==> config.mk <==
export PLATFORM = sky130hd
export DESIGN_NAME = alu_ctrl_decode_stage
export DESIGN_NICKNAME = d
export VERILOG_FILES = /design/src/rtl/alu_ctrl_decode_stage.sv
export SDC_FILE = /design/constraint.sdc
export NUM_CORES = 1
export LEC_CHECK = 0
export ABC_AREA = 1
export CORE_UTILIZATION = 42
export DETAILED_ROUTE_END_ITERATION = 7
export PLACE_DENSITY = 0.9
export SYNTH_ARGS = -nofsm -noshare
export SYNTH_HDL_FRONTEND = slang
export SYNTH_SLANG_ARGS = --single-unit
==> constraint.sdc <==
create_clock -name clk -period 1.9 [get_ports clk]
set_clock_uncertainty 0.2 [all_clocks]
set_input_delay 0.475 -clock clk [delete_from_list [all_inputs] [get_ports clk]]
set_output_delay 0.475 -clock clk [all_outputs]
set_load 0.02 [all_outputs]
==> src/rtl/alu_ctrl_decode_stage.sv <==
// alu_ctrl_decode_stage
//   ID-stage decoder producing the 5-bit ALU control code for the EX-stage ALU.
//   A 32-bit MIPS instruction is decoded into ALU op, operand-B select, extended
//   immediate and register fields, then held in one ID/EX register guarded by a
//   valid/ready handshake with flush.
// Ports
//   clk, rst            rising-edge clock, synchronous active-high reset
//   flush               kill held and incoming instruction
//   in_valid/in_ready   upstream handshake (in_ready is combinational)
//   instr               instruction word
//   out_valid/out_ready downstream handshake
//   alu_op              ALU control code (*_CONTROL encoding)
//   alu_src_imm         1: operand B = imm_ext, 0: operand B = rt register
//   imm_ext             sign- or zero-extended immediate
//   rs, rt, rd          register fields, rd is the write-back destination
//   reg_write           instruction writes the register file
//   illegal             held instruction is unsupported
//   ill_count           saturating count of accepted illegal instructions
module alu_ctrl_decode_stage #(
  parameter int ILL_CNT_W = 8
) (
  input  logic                 clk,
  input  logic                 rst,
  input  logic                 flush,
  input  logic                 in_valid,
  output logic                 in_ready,
  input  logic [31:0]          instr,
  output logic                 out_valid,
  input  logic                 out_ready,
  output logic [4:0]           alu_op,
  output logic                 alu_src_imm,
  output logic [31:0]          imm_ext,
  output logic [4:0]           rs,
  output logic [4:0]           rt,
  output logic [4:0]           rd,
  output logic                 reg_write,
  output logic                 illegal,
  output logic [ILL_CNT_W-1:0] ill_count
);

  // ALU control encodings shared with the EX-stage ALU
  localparam logic [4:0] AND_CONTROL = 5'b00000;
  localparam logic [4:0] OR_CONTROL  = 5'b00001;
  localparam logic [4:0] XOR_CONTROL = 5'b00010;
  localparam logic [4:0] NOR_CONTROL = 5'b00011;
  localparam logic [4:0] ADD_CONTROL = 5'b10000;
  localparam logic [4:0] SUB_CONTROL = 5'b10010;
  localparam logic [4:0] SLT_CONTROL = 5'b10100;

  localparam logic [ILL_CNT_W-1:0] CNT_MAX = {ILL_CNT_W{1'b1}};

  logic [5:0]  opcode_s;
  logic [5:0]  funct_s;
  logic [4:0]  dec_op_s;
  logic        dec_src_imm_s;
  logic        dec_zext_s;
  logic [4:0]  dec_rd_s;
  logic        dec_wr_s;
  logic        dec_ill_s;
  logic [31:0] dec_imm_s;
  logic        accept_s;

  logic                 out_valid_r;
  logic [4:0]           alu_op_r;
  logic                 alu_src_imm_r;
  logic [31:0]          imm_ext_r;
  logic [4:0]           rs_r;
  logic [4:0]           rt_r;
  logic [4:0]           rd_r;
  logic                 reg_write_r;
  logic                 illegal_r;
  logic [ILL_CNT_W-1:0] ill_count_r;

  assign opcode_s = instr[31:26];
  assign funct_s  = instr[5:0];
  assign dec_imm_s = dec_zext_s ? {16'h0000, instr[15:0]} : {{16{instr[15]}}, instr[15:0]};

  // No skid buffer: a new word is taken only when the register is empty or draining.
  assign in_ready = ~out_valid_r | out_ready;
  assign accept_s = in_valid & in_ready & ~flush;

  // Instruction decode into ALU control, operand select, destination and legality
  always_comb begin
    dec_op_s      = ADD_CONTROL;
    dec_src_imm_s = 1'b0;
    dec_zext_s    = 1'b0;
    dec_rd_s      = instr[20:16];
    dec_wr_s      = 1'b0;
    dec_ill_s     = 1'b0;
    case (opcode_s)
      6'h00: begin
        dec_rd_s = instr[15:11];
        if (instr == 32'h0000_0000) begin
          // all-zero word is the canonical nop: legal, writes nothing
          dec_wr_s = 1'b0;
        end else begin
          dec_wr_s = 1'b1;
          case (funct_s)
            6'h20, 6'h21: dec_op_s = ADD_CONTROL;
            6'h22, 6'h23: dec_op_s = SUB_CONTROL;
            6'h24:        dec_op_s = AND_CONTROL;
            6'h25:        dec_op_s = OR_CONTROL;
            6'h26:        dec_op_s = XOR_CONTROL;
            6'h27:        dec_op_s = NOR_CONTROL;
            6'h2A:        dec_op_s = SLT_CONTROL;
            default: begin
              dec_op_s  = ADD_CONTROL;
              dec_wr_s  = 1'b0;
              dec_ill_s = 1'b1;
            end
          endcase
        end
      end
      6'h08, 6'h09: begin
        dec_src_imm_s = 1'b1;
        dec_wr_s      = 1'b1;
      end
      6'h0A: begin
        dec_op_s      = SLT_CONTROL;
        dec_src_imm_s = 1'b1;
        dec_wr_s      = 1'b1;
      end
      6'h0C: begin
        dec_op_s      = AND_CONTROL;
        dec_src_imm_s = 1'b1;
        dec_zext_s    = 1'b1;
        dec_wr_s      = 1'b1;
      end
      6'h0D: begin
        dec_op_s      = OR_CONTROL;
        dec_src_imm_s = 1'b1;
        dec_zext_s    = 1'b1;
        dec_wr_s      = 1'b1;
      end
      6'h0E: begin
        dec_op_s      = XOR_CONTROL;
        dec_src_imm_s = 1'b1;
        dec_zext_s    = 1'b1;
        dec_wr_s      = 1'b1;
      end
      6'h23: begin
        dec_src_imm_s = 1'b1;
        dec_wr_s      = 1'b1;
      end
      6'h2B: begin
        dec_src_imm_s = 1'b1;
      end
      6'h04, 6'h05: begin
        // branches compare rs against rt
        dec_op_s = SUB_CONTROL;
      end
      default: begin
        dec_ill_s = 1'b1;
      end
    endcase
  end

  // ID/EX register: reset, flush, accept, drain or hold
  always_ff @(posedge clk) begin
    if (rst) begin
      out_valid_r   <= 1'b0;
      alu_op_r      <= ADD_CONTROL;
      alu_src_imm_r <= 1'b0;
      imm_ext_r     <= 32'h0000_0000;
      rs_r          <= 5'd0;
      rt_r          <= 5'd0;
      rd_r          <= 5'd0;
      reg_write_r   <= 1'b0;
      illegal_r     <= 1'b0;
      ill_count_r   <= {ILL_CNT_W{1'b0}};
    end else if (flush) begin
      out_valid_r <= 1'b0;
    end else if (accept_s) begin
      out_valid_r   <= 1'b1;
      alu_op_r      <= dec_op_s;
      alu_src_imm_r <= dec_src_imm_s;
      imm_ext_r     <= dec_imm_s;
      rs_r          <= instr[25:21];
      rt_r          <= instr[20:16];
      rd_r          <= dec_rd_s;
      reg_write_r   <= dec_wr_s;
      illegal_r     <= dec_ill_s;
      if (dec_ill_s && (ill_count_r != CNT_MAX)) begin
        ill_count_r <= ill_count_r + {{(ILL_CNT_W-1){1'b0}}, 1'b1};
      end else begin
        ill_count_r <= ill_count_r;
      end
    end else if (out_ready) begin
      // drained: data fields keep their last value
      out_valid_r <= 1'b0;
    end else begin
      out_valid_r <= out_valid_r;
    end
  end

  assign out_valid   = out_valid_r;
  assign alu_op      = alu_op_r;
  assign alu_src_imm = alu_src_imm_r;
  assign imm_ext     = imm_ext_r;
  assign rs          = rs_r;
  assign rt          = rt_r;
  assign rd          = rd_r;
  assign reg_write   = reg_write_r;
  assign illegal     = illegal_r;
  assign ill_count   = ill_count_r;

endmodule

==> results.json <==
{
  "placed_area_um2": 3710,
  "power_density_nw_per_um2": 634,
  "regToRegStartpoint": "ill_count[1]$_SDFFE_PP0P_",
  "synth_area_leaders": "dfxtp_1 (40%), nor2_1 (7.7%), nand2_1 (7.2%)",
  "fin_ws_ps": 6.91,
  "crit_buf_inv": 3,
  "hold_viol": 0,
  "gp_congestion": 0.833,
  "rsz0062_at_grt": "yes",
  "leakagePower_nw": 2.12,
  "yosysTopAreaCell": "dfxtp_1",
  "finalCriticalPeriod_ps": 1890,
  "synth_top_cell_area_share_pct": 40.3,
  "fin_util_pct": 74.1,
  "synth_cell_types": 33,
  "clk_pin_slew_ps": 100,
  "final_max_slew_viol_count": 0,
  "htree_levels": 2,
  "power_mw": 2.57,
  "yosysSeqAreaShare_pct": 40.3,
  "core_region_area_um2": 5470,
  "wirelength_um": 7840,
  "ys_ff_latch": 48,
  "drt_iter0_drc": 184,
  "synthCells": 330,
  "hpwl_um": 5310,
  "synth_ff_type": "dfxtp_1",
  "hold_depth": 3,
  "overflow": 0,
  "ff2ff_path_depth": 7,
  "yosys_warnings": 0,
  "synth_edf_count": 0,
  "crit_start": "instr[18]",
  "cp_max_fo": 5,
  "antenna_found_initial": 0,
  "tns_ps": 0,
  "drive_gt1_share_pct": 26.3,
  "ctsHoldBuffers": 0,
  "die_width_um": 77.4,
  "path_class": "primary input to flop",
  "initial_core_util_pct": 43.6,
  "dpl.cell_count": 520,
  "grt_max_degree": 35,
  "drc_errors": 0,
  "synth_common_cells": "nor2_1 (49), dfxtp_1 (48), nand2_1 (46)",
  "root_buffer": "clkbuf_8",
  "first_pass_iters": 4,
  "max_stage_delay_ps": 420,
  "final_nets": 508,
  "instances_no_fill": 543,
  "hold_class": "primary input to flop",
  "io_pins": 102,
  "io_buffers": 100,
  "cts_tree": "yes",
  "die_area_um2": 5980,
  "clockBufferDepth": 2,
  "n_antenna_cell": 0,
  "crit_family": "simple AND/OR/NAND/NOR gates",
  "synthArstFlopShare_pct": 0,
  "whs_ps": 261,
  "cpMostUsedCell": "nand2_2",
  "status": "finished clean",
  "wl_per_cell_um": 14.4,
  "placementRows": 27,
  "syn2layout_area_growth_pct": 69.9,
  "grt_pass1_vias": 2605,
  "avgViaCountPerCell": 5.08,
  "syn_area_per_cell_um2": 7.23,
  "cp-start-kind": "primary input",
  "die_h_um": 77.4,
  "peakVddDrop_mv": 0.459,
  "syn-num-nets": 368,
  "fmax_mhz": 528,
  "vias": 2760,
  "grt_pass1_wl_um": 12100,
  "pre_cts_slack_ps": -422,
  "required_ps": 1900,
  "crit_chain": "clkdlybuf4s50_1 > inv_2 > nand2_2 > nor2_2 > nand2_1 > nor2_1 > nand2_2 > nand3_4 > nand2_8 > buf_4 > nand4_1 > a21oi_1",
  "clock-sinks": 48,
  "maxCapViolations": 0,
  "worstPathArrival_ps": 1890,
  "worstSkewPairLatency_ps": 300,
  "worstHoldStart": "instr[21]",
  "ant_nets": 0,
  "end_kind": "flop",
  "fin_area_um2": 4050,
  "nFillCells": 457,
  "synth_most_common_cell": "nor2_1",
  "slowest_stage": "clkdlybuf4s50_1",
  "grt.total_usage_pct": 25.1,
  "setup_viol": 0,
  "syn_area_um2": 2380,
  "cts_made_buffers": 5,
  "crit_cells": 12,
  "period_share_pct": 99.6
}
-- cells by family (layout without fill, tap and decap cells) --
| group | Yosys count | in the layout | synth area share [%] |
|---|---|---|---|
| other | 1 | 1 | 0.157 |
| xor gates and xnor gates | 6 | 6 | 2.20 |
| AOI/OAI and AO/OA | 72 | 72 | 16.6 |
| buffers and inverters | 67 | 206 | 13.7 |
| DFF | 48 | 48 | 40.3 |
| adders and majority gates | 1 | 1 | 0.525 |
| and+or+nand+nor | 135 | 137 | 26.5 |
-- worst register-to-register path, cell delays in order, from the launching register on --
cell and delay (ps):
dfxtp_1 410, ha_1 220, nand2_1 100, nor2_2 200, nand3_4 170, nand3_4 180
nand2_2 70, a21oi_2 130
-- registers in the layout (all words and copies together) (netlist names), 4 cells and up --
| name | flops |
|---|---|
| rd | 5 |
| ill_count | 8 |
| imm_ext | 17 |
| rt | 5 |
| rs | 5 |
| alu_op | 4 |
-- power by group --
part	switching, mW	internal (mW)	total [mW]
combinational	0.318	0.268	0.585
clock	0.365	0.530	0.895
sequential	0.0287	1.06	1.09
total	0.712	1.86	2.57
-- layout by cell type, fill, tap and decap left out, types with 2 or more instances in the layout --
cell	count
dlygate4sd2_1	78
dfxtp_1	48
buf_4	48
nor2_1	42
nand2_1	40
o21ai_0	28
a21oi_1	21
inv_1	20
inv_2	17
dlymetal6s2s_1	13
nand3_1	12
nand4_1	11
o211ai_1	11
nor2_2	10
nand2_2	9
a21oi_2	7
clkdlybuf4s50_1	6
buf_12	6
xor2_1	5
clkbuf_8	5
nand3_4	4
buf_6	3
nand3_2	2
bufinv_16	2
clkbuf_16	2
clkdlybuf4s15_1	2
buf_2	2
-- final timing paths --
kind,slack (ps),end
hold / removal,260,rs[0]$_SDFFE_PP0P_
setup / recovery,7,ill_count[3]$_SDFFE_PP0P_
hold reg to reg,270,alu_op[0]$_SDFFE_PP0P_
setup reg to reg,150,ill_count[5]$_SDFFE_PP0P_
-- cell type report --
type | count | area (um^2) | area share, %
tap | 72 | 90.1 | 2.22
inverter | 38 | 145 | 3.58
multi-input combinational | 217 | 1220 | 30.1
sequential | 48 | 961 | 23.7
clock inverter | 3 | 68.8 | 1.70
timing repair buffer | 160 | 1500 | 37.0
clock buffer | 5 | 68.8 | 1.70
-- timing repair --
item | in CTS | in global routing
resized for setup | 102 | 46
gates cloned | 2 | 2
buffers inserted | 1 | 10
pin swaps | 14 | 21
setup endpoints to repair | 76 | 29
-- layer usage --
layer | share of wire [%] | wire length (um) | global-route usage [%] | up-vias
li1 | - | - | - | 1356
met4 | 1.8 | 138 | 8.11 | 0
met3 | 5.6 | 436 | 5.29 | 14
met1 | 40 | 3120 | 28.6 | 1278
met2 | 53 | 4140 | 46.1 | 112
met5 | 0 | 0 | 0 | -
(Power assumes the default switching activity.)
